File: src/rtl/tp_audio_pkg.sv
// rtl/tp_audio_pkg.sv - shared audio constants, sample type and saturation helper
package tp_audio_pkg;

  localparam int SAMPLE_W        = 16;
  localparam int DIV_DEFAULT     = 1024;
  localparam int K_SHIFT_DEFAULT = 2;
  localparam int GUARD_DEFAULT   = 8;
  localparam int SAT_IN_W        = 32;

  typedef logic signed [SAMPLE_W-1:0] sample_t;

  function automatic sample_t sat16(input logic signed [SAT_IN_W-1:0] v);
    if (v > 32'sd32767)
      return 16'sh7fff;
    else if (v < -32'sd32768)
      return 16'sh8000;
    else
      return v[SAMPLE_W-1:0];
  endfunction

endpackage

File: src/rtl/tp_iir_stage.sv
// rtl/tp_iir_stage.sv - one first-order IIR low-pass stage, acc += (x - acc) >>> K_SHIFT
module tp_iir_stage #(
  parameter int K_SHIFT = 2,
  parameter int W       = 25
) (
  input  logic                clk,
  input  logic                rst_n,
  input  logic                en,
  input  logic signed [W-1:0] x,
  output logic signed [W-1:0] acc
);

  logic signed [W:0] diff;
  logic signed [W:0] step;
  logic signed [W:0] sum;

  // One extra bit keeps the difference exact for any pair of W-bit operands.
  assign diff = {x[W-1], x} - {acc[W-1], acc};
  assign step = diff >>> K_SHIFT;
  assign sum  = {acc[W-1], acc} + step;

  always_ff @(posedge clk or negedge rst_n) begin
    if (!rst_n)
      acc <= '0;
    else if (en)
      acc <= sum[W-1:0];
  end

endmodule

File: src/rtl/tp_sound_filter.sv
// rtl/tp_sound_filter.sv - decimating two-stage RC-emulation low-pass for the core audio output
module tp_sound_filter
  import tp_audio_pkg::*;
#(
  parameter int DIV     = DIV_DEFAULT,
  parameter int K_SHIFT = K_SHIFT_DEFAULT,
  parameter int GUARD   = GUARD_DEFAULT
) (
  input  logic                       clk_49m,
  input  logic                       reset_n,
  input  logic signed [SAMPLE_W-1:0] sound_in,
  input  logic                       filt_en,
  input  logic                       mute,
  output logic signed [SAMPLE_W-1:0] sound_out,
  output logic                       sample_stb
);

  localparam int ACC_W = SAMPLE_W + GUARD + 1;
  localparam int CNT_W = $clog2(DIV);

  logic [CNT_W-1:0]            count;
  logic                        tick;
  sample_t                     x_q;
  logic                        fe_q;
  logic                        mu_q;
  logic                        v0;
  logic                        v1;
  logic signed [ACC_W-1:0]     x_ext;
  logic signed [ACC_W-1:0]     acc1;
  logic signed [ACC_W-1:0]     acc2;
  logic signed [SAT_IN_W-1:0]  res_wide;

  assign tick = (count == CNT_W'(DIV - 1));

  always_ff @(posedge clk_49m or negedge reset_n) begin
    if (!reset_n)
      count <= '0;
    else if (tick)
      count <= '0;
    else
      count <= count + CNT_W'(1);
  end

  // Controls and the raw sample are captured once per output period.
  always_ff @(posedge clk_49m or negedge reset_n) begin
    if (!reset_n) begin
      x_q  <= '0;
      fe_q <= 1'b0;
      mu_q <= 1'b0;
      v0   <= 1'b0;
      v1   <= 1'b0;
    end else begin
      v0 <= tick;
      v1 <= v0;
      if (tick) begin
        x_q  <= sound_in;
        fe_q <= filt_en;
        mu_q <= mute;
      end
    end
  end

  // Stage 1 consumes the same edge-sampled value that x_q captures.
  assign x_ext = {sound_in[SAMPLE_W-1], sound_in, {GUARD{1'b0}}};

  tp_iir_stage #(.K_SHIFT(K_SHIFT), .W(ACC_W)) u_stage1 (
    .clk   (clk_49m),
    .rst_n (reset_n),
    .en    (tick),
    .x     (x_ext),
    .acc   (acc1)
  );

  tp_iir_stage #(.K_SHIFT(K_SHIFT), .W(ACC_W)) u_stage2 (
    .clk   (clk_49m),
    .rst_n (reset_n),
    .en    (v0),
    .x     (acc1),
    .acc   (acc2)
  );

  always_comb begin
    res_wide = '0;
    if (!mu_q) begin
      if (fe_q)
        res_wide = SAT_IN_W'(acc2 >>> GUARD);
      else
        res_wide = SAT_IN_W'(x_q);
    end
  end

  always_ff @(posedge clk_49m or negedge reset_n) begin
    if (!reset_n) begin
      sound_out  <= '0;
      sample_stb <= 1'b0;
    end else begin
      sample_stb <= v1;
      if (v1)
        sound_out <= sat16(res_wide);
    end
  end

endmodule

File: config.mk
export PLATFORM = sky130hd
export DESIGN_NAME = tp_sound_filter
export DESIGN_NICKNAME = d
export VERILOG_FILES = /design/src/rtl/tp_audio_pkg.sv /design/src/rtl/tp_iir_stage.sv /design/src/rtl/tp_sound_filter.sv
export SDC_FILE = /design/constraint.sdc
export NUM_CORES = 1
export LEC_CHECK = 0
export ABC_AREA = 1
export BUFFER_PORTS_ARGS = -buffer_cell sky130_fd_sc_hd__buf_2
export CAP_MARGIN = 20
export CORE_ASPECT_RATIO = 0.6
export CORE_MARGIN = 2
export CORE_UTILIZATION = 40
export DETAILED_ROUTE_END_ITERATION = 8
export HOLD_SLACK_MARGIN = 0.12
export PLACE_DENSITY = 0.53
export SLEW_MARGIN = 15
export SYNTH_ARGS = -nofsm -noshare
export SYNTH_HDL_FRONTEND = slang
export SYNTH_SLANG_ARGS = --single-unit
File: constraint.sdc
create_clock -name clk_49m -period 6.4 [get_ports clk_49m]
set_input_delay 1.28 -clock clk_49m [delete_from_list [all_inputs] [get_ports clk_49m]]
set_output_delay 1.28 -clock clk_49m [all_outputs]
set_load 0.05 [all_outputs]
# Word level (Yosys, flattened, before mapping)
# Index checks and enable logic that the tools add are counted.
[op_classes] addsub=5 magnitude_cmp=2 eq_ne=1 n_mux=5
[op_table] operator="32-bit two-way mux" count=2
[op_table] operator="25-bit by 24-bit adder with 25-bit output" count=2
[op_table] operator="32-bit by 16-bit greater-than comparator with 1-bit output (second input constant)" count=1
[op_table] operator="32-bit by 16-bit less-than comparator with 1-bit output (second input constant)" count=1
[op_table] operator="16-bit two-way mux" count=2
[op_table] operator="24-bit by 25-bit subtractor with 26-bit output" count=1
[op_table] operator="25-bit by 25-bit subtractor with 26-bit output" count=1
[op_table] operator="10-bit by 1-bit adder with 10-bit output (second input constant)" count=1
[op_table] operator="10-bit equality test (second input constant)" count=1
[op_table] operator="10-bit two-way mux" count=1
[totals] reg_bits=97 in_bits=20 output_inout_bits=17 wordCells=23

# Depth between registers and ports, before layout
[logic_depth] depth_word=5 mapped_depth=27 mapped_depth_nobuf=27

# Cells and area by module
# From an unflattened synthesis, not the netlist that was laid out.
[unflattened] hier_cells=1526 hier_area_um2=10083.4
[modules_own_cells] module="tp_iir_stage at u_stage2" n_inst=1 cells_per_inst=620 area_per_inst_um2=3940.0 seq_area_each_um2=625.6
[modules_own_cells] module="tp_iir_stage at u_stage1" n_inst=1 cells_per_inst=615 area_per_inst_um2=3928.8 seq_area_each_um2=625.6
[modules_own_cells] module="tp_sound_filter" n_inst=1 cells_per_inst=291 area_per_inst_um2=2214.6 seq_area_each_um2=1176.1

# Worst setup path after synthesis
# Ideal clock, no wire load.
[synth_path] path_kind="input -> register" startpoint="in sound_in[0]" endpoint="reg u_stage1.acc[18]" setup_time_ns=0.119 t_arrival_ns=3.649 t_required_ns=6.281 setup_slack_ns=2.633 path_stages=18 n_path_buf=0 path_cell_list="ha_1 nand2_1 nor3_1 nand2_1 nand2_4 inv_1 o21ai_2 a21oi_1 xnor2_1 ha_1 a21o_1 nor2_1 inv_1 a21oi_1 nand3_1 or2_1 nand3_1 o21ai_2"
[synth_between] elab_chain_cells=2
[synth_lines] item="from (decl)" line_no="tp_sound_filter.sv:11" source="input logic signed [SAMPLE_W-1:0] sound_in,"
[synth_lines] item="24-bit by 25-bit subtractor with 26-bit output" line_no="tp_iir_stage.sv:18" source="assign diff = {x[W-1], x} - {acc[W-1], acc};"
[synth_lines] item="25-bit by 24-bit adder with 25-bit output" line_no="tp_iir_stage.sv:20" source="assign sum = {acc[W-1], acc} + step;"
[synth_lines] item="to (signal assigned)" line_no="tp_iir_stage.sv:26" source="acc <= sum[W-1:0];"
[synth_lines] item="to (decl)" line_no="tp_iir_stage.sv:10" source="output logic signed [W-1:0] acc"
# No other way between the ends.
# A chain may end at the register's enable or synchronous reset.

# Worst setup path after layout
[layout_path] startpoint="in sound_in[13]" endpoint="reg u_stage1.acc[23]"
# The elaborated chain is that of the path after synthesis.

==> metrics <==
status finished clean; Final period util 0.6924; largest net degree at the start of global routing 60; worst clock skew 0.01216 ns; Die Height 122.8 um; R2R Path End u_stage1.acc[23]; Synth Register Bits 97; GR Util All Layers 0.2499; I/O Buffers 36; worst path cell trace buf_2 > ha_1 > a21o_1 > a21oi_1 > o21bai_1 > a21oi_1 > o211ai_1 > xor2_1 > ha_1 > inv_1 > nor3_1 > nand2_1 > nor2_1 > nand2_1 > nand3_1 > nand2_1 > nand3_1 > o21ai_0; hold_buf cts 0; total CTS buffers 9; routed wire length 30160 um; Hold Crit Class register to register; Post-CTS Setup Bufs 0; number of setup violations in the final report 0; CP Launch Type primary input; Largest stage delay, worst path 0.41 ns; hold_ws 0.4790 ns; first-pass GRT wire length 46890 um; Max Root-Sink Buffers 2; Tot Pwr 1.346 mW; dpl hpwl 24200 um; VDD IR max 0.1243 mV; slowest CP cell nor3_1; placed inst area 9927 sq um; drt pass-1 iters 5; register area share after synthesis 0.2579; Finished Core Util 0.4439; Net Count, Synth 1492; maxcap violations 0; Max Slew Vio Count 0; gp weighted congestion 0.9565; ant diodes 0; Avg Cell Area, Syn 6.830 sq um; row cnt 43; hold endpoint count[8]; crit-path most repeated cell nand2_1; Cells after Synth 1378; CP Class primary input to register; unrepaired setup endpoints after global routing no; Final Hold Viols 0; CP top delay family compound AO/OA/AOI/OAI gates; WP data required 6.66 ns; Worst Tran Pin Value 0.9936 ns; Setup crit end kind register; post-cts gate resize count 0; flop-to-flop setup slack 2.47 ns; H-tree levels 3; PwrDens 131.4 nW/um^2; Filler Cell Count 2381; Starting Density 0.4078; Worst Path Buf+Inv 2; Die ar. 24810 sq um; WHS Path Cells 1; Design Area, Final 10250 sq um; DR WL/cell 17.45 um; Worst-path clk slew 0.08 ns; Vias/cell 5.206; vias in the first global route 8019; Worst Hold Launch count[8]; worst reg2reg startpoint u_stage1.acc[21]; library cells used by synthesis 49; CTS tree yes; total vias in the final route 9002; drc violations 0; IO Pins 37; Final ANT Viol Nets 0; Worst Path Max Fanout 5; Max Freq 0.2257 GHz; synthesized area 9412 sq um; Die X 202.0 um; initial antenna violation count 0; slew margin rel. 0.3368; grt ovf 0; DR iter-0 viols 947; Core ar. 23080 sq um; Clock Root Buffer clkbuf_16; Layout Nets 1523; Worst EP arrival 4.69 ns; layout cells sized above 1 0.09477; Yosys warning count 0; Area Overhead vs Synth 8.868%; Clock Latency Late Sink 0.38 ns; setup total negative slack 0 ns; CTS Sinks 97; min cycle time layout 4.431 ns; R2R cell count 18; Lkg Pwr 5.222 nW
-- area by class of cell --
class	instances	area (sq um)	share of cell area
Multi-Input combinational cell	1074	6183	0.6035
Sequential cell	97	2427	0.2369
Inverter	185	694.4	0.06777
Tap cell	315	394.1	0.03847
Timing Repair Buffer	42	227.7	0.02222
Clock buffer	9	225.2	0.02198
Clock inverter	7	93.84	0.009159
-- stage by stage --
stage	worst slack [ns]	instances
after floorplan	2.633	1378
after global placement	1.707	1713
after detailed placement	1.744	1713
after CTS	2.136	1729
after global routing	1.775	1729
final	1.969	1729
-- power breakdown --
| part | switching [mW] | internal [mW] | total, mW |
|---|---|---|---|
| sequential | 0 | 0.612 | 0.612 |
| combinational | 0.0858 | 0.0394 | 0.125 |
| clock | 0.294 | 0.315 | 0.609 |
| total | 0.379 | 0.967 | 1.35 |
-- worst max path at each step --
stage	slack, ns	start	depth (start not counted)	endpoint
floorplan	2.63	sound_in[0]	18	u_stage1.acc[18]
global placement	1.71	sound_in[3]	22	u_stage1.acc[23]
detailed placement	1.74	sound_in[13]	18	u_stage1.acc[23]
CTS	2.14	sound_in[13]	18	u_stage1.acc[23]
global route	1.77	sound_in[13]	18	u_stage1.acc[23]
finish	1.97	sound_in[13]	18	u_stage1.acc[23]
-- per-layer routing --
layer,GRT usage,part of all wire
met5,0,0
met4,0.03493,0.0060
met3,0.06293,0.082
met2,0.3086,0.35
met1,0.4182,0.57
-- Yosys cell counts (all sizes together) --
| cell | count | area share |
|---|---|---|
| a211oi | 1 | 0.00080 |
| a221oi | 1 | 0.00093 |
| nand4 | 17 | 0.011 |
| nand2 | 370 | 0.15 |
| o31ai | 1 | 0.00080 |
| nor3 | 19 | 0.013 |
| buf | 13 | 0.0084 |
| nor2 | 127 | 0.054 |
| o211ai | 16 | 0.013 |
| ha | 92 | 0.12 |
| o22ai | 5 | 0.0033 |
| a31o | 1 | 0.00093 |
| dfrtp | 97 | 0.26 |
| clkbuf | 9 | 0.0036 |
| o21ai | 108 | 0.060 |
| nand3b | 2 | 0.0029 |
| o21a | 3 | 0.0024 |
| a21oi | 116 | 0.066 |
| inv | 185 | 0.074 |
| o21bai | 12 | 0.011 |
| nand3 | 83 | 0.049 |
| or2 | 9 | 0.0060 |
| fa | 2 | 0.0043 |
| a21boi | 5 | 0.0052 |
| a21o | 10 | 0.0080 |
| o221ai | 1 | 0.00093 |
| xnor2 | 24 | 0.022 |
| xor2 | 38 | 0.035 |
| nor4 | 7 | 0.0060 |
| a31oi | 4 | 0.0027 |
-- worst reg2reg max path: cells and delay by family (launching register included) --
family,cells,cell delay [ns]
xor+xnor,1,0.24
compound gates,6,1.20
flops,1,0.46
fa+ha+maj,2,0.74
buf+inv,2,0.17
simple gates,7,1.01
-- state kept, by name, summed over array words and instances, names as in the netlist, 10 cells and up --
register      flops
u_stage2.acc     25
x_q              16
u_stage1.acc     25
count            10
sound_out        16
-- cells in the final DEF (no fill, tap or decap), types with 6 or more instances in the layout --
cell / netlist / routed
xor2_1: 38 / 38
nor3_1: 13 / 13
o211ai_1: 16 / 16
o21ai_1: 18 / 18
nand4_1: 17 / 17
buf_2: 9 / 35
o21ai_0: 84 / 84
or2_1: 7 / 7
xnor2_1: 24 / 24
nand3_2: 9 / 9
nand2_1: 348 / 348
ha_1: 92 / 92
nor2_1: 121 / 121
inv_2: 7 / 7
nand2_2: 20 / 20
buf_4: 3 / 7
inv_1: 178 / 178
dfrtp_1: 97 / 97
a21oi_2: 10 / 10
o21ai_2: 6 / 6
o21bai_1: 8 / 8
nand3_1: 74 / 74
a21oi_1: 106 / 106
a21o_1: 10 / 10
clkbuf_16: 0 / 9
-- cell families (layout without fill, tap and decap cells) --
group / Yosys count / after routing / synth area share
simple gates: 634 / 634 / 0.2967
compound gates: 284 / 284 / 0.1754
buf+inv: 207 / 243 / 0.08575
flops: 97 / 97 / 0.2579
fa+ha+maj: 94 / 94 / 0.1266
xor+xnor: 62 / 62 / 0.05770
Note: power is estimated with default switching activity, not from simulation.
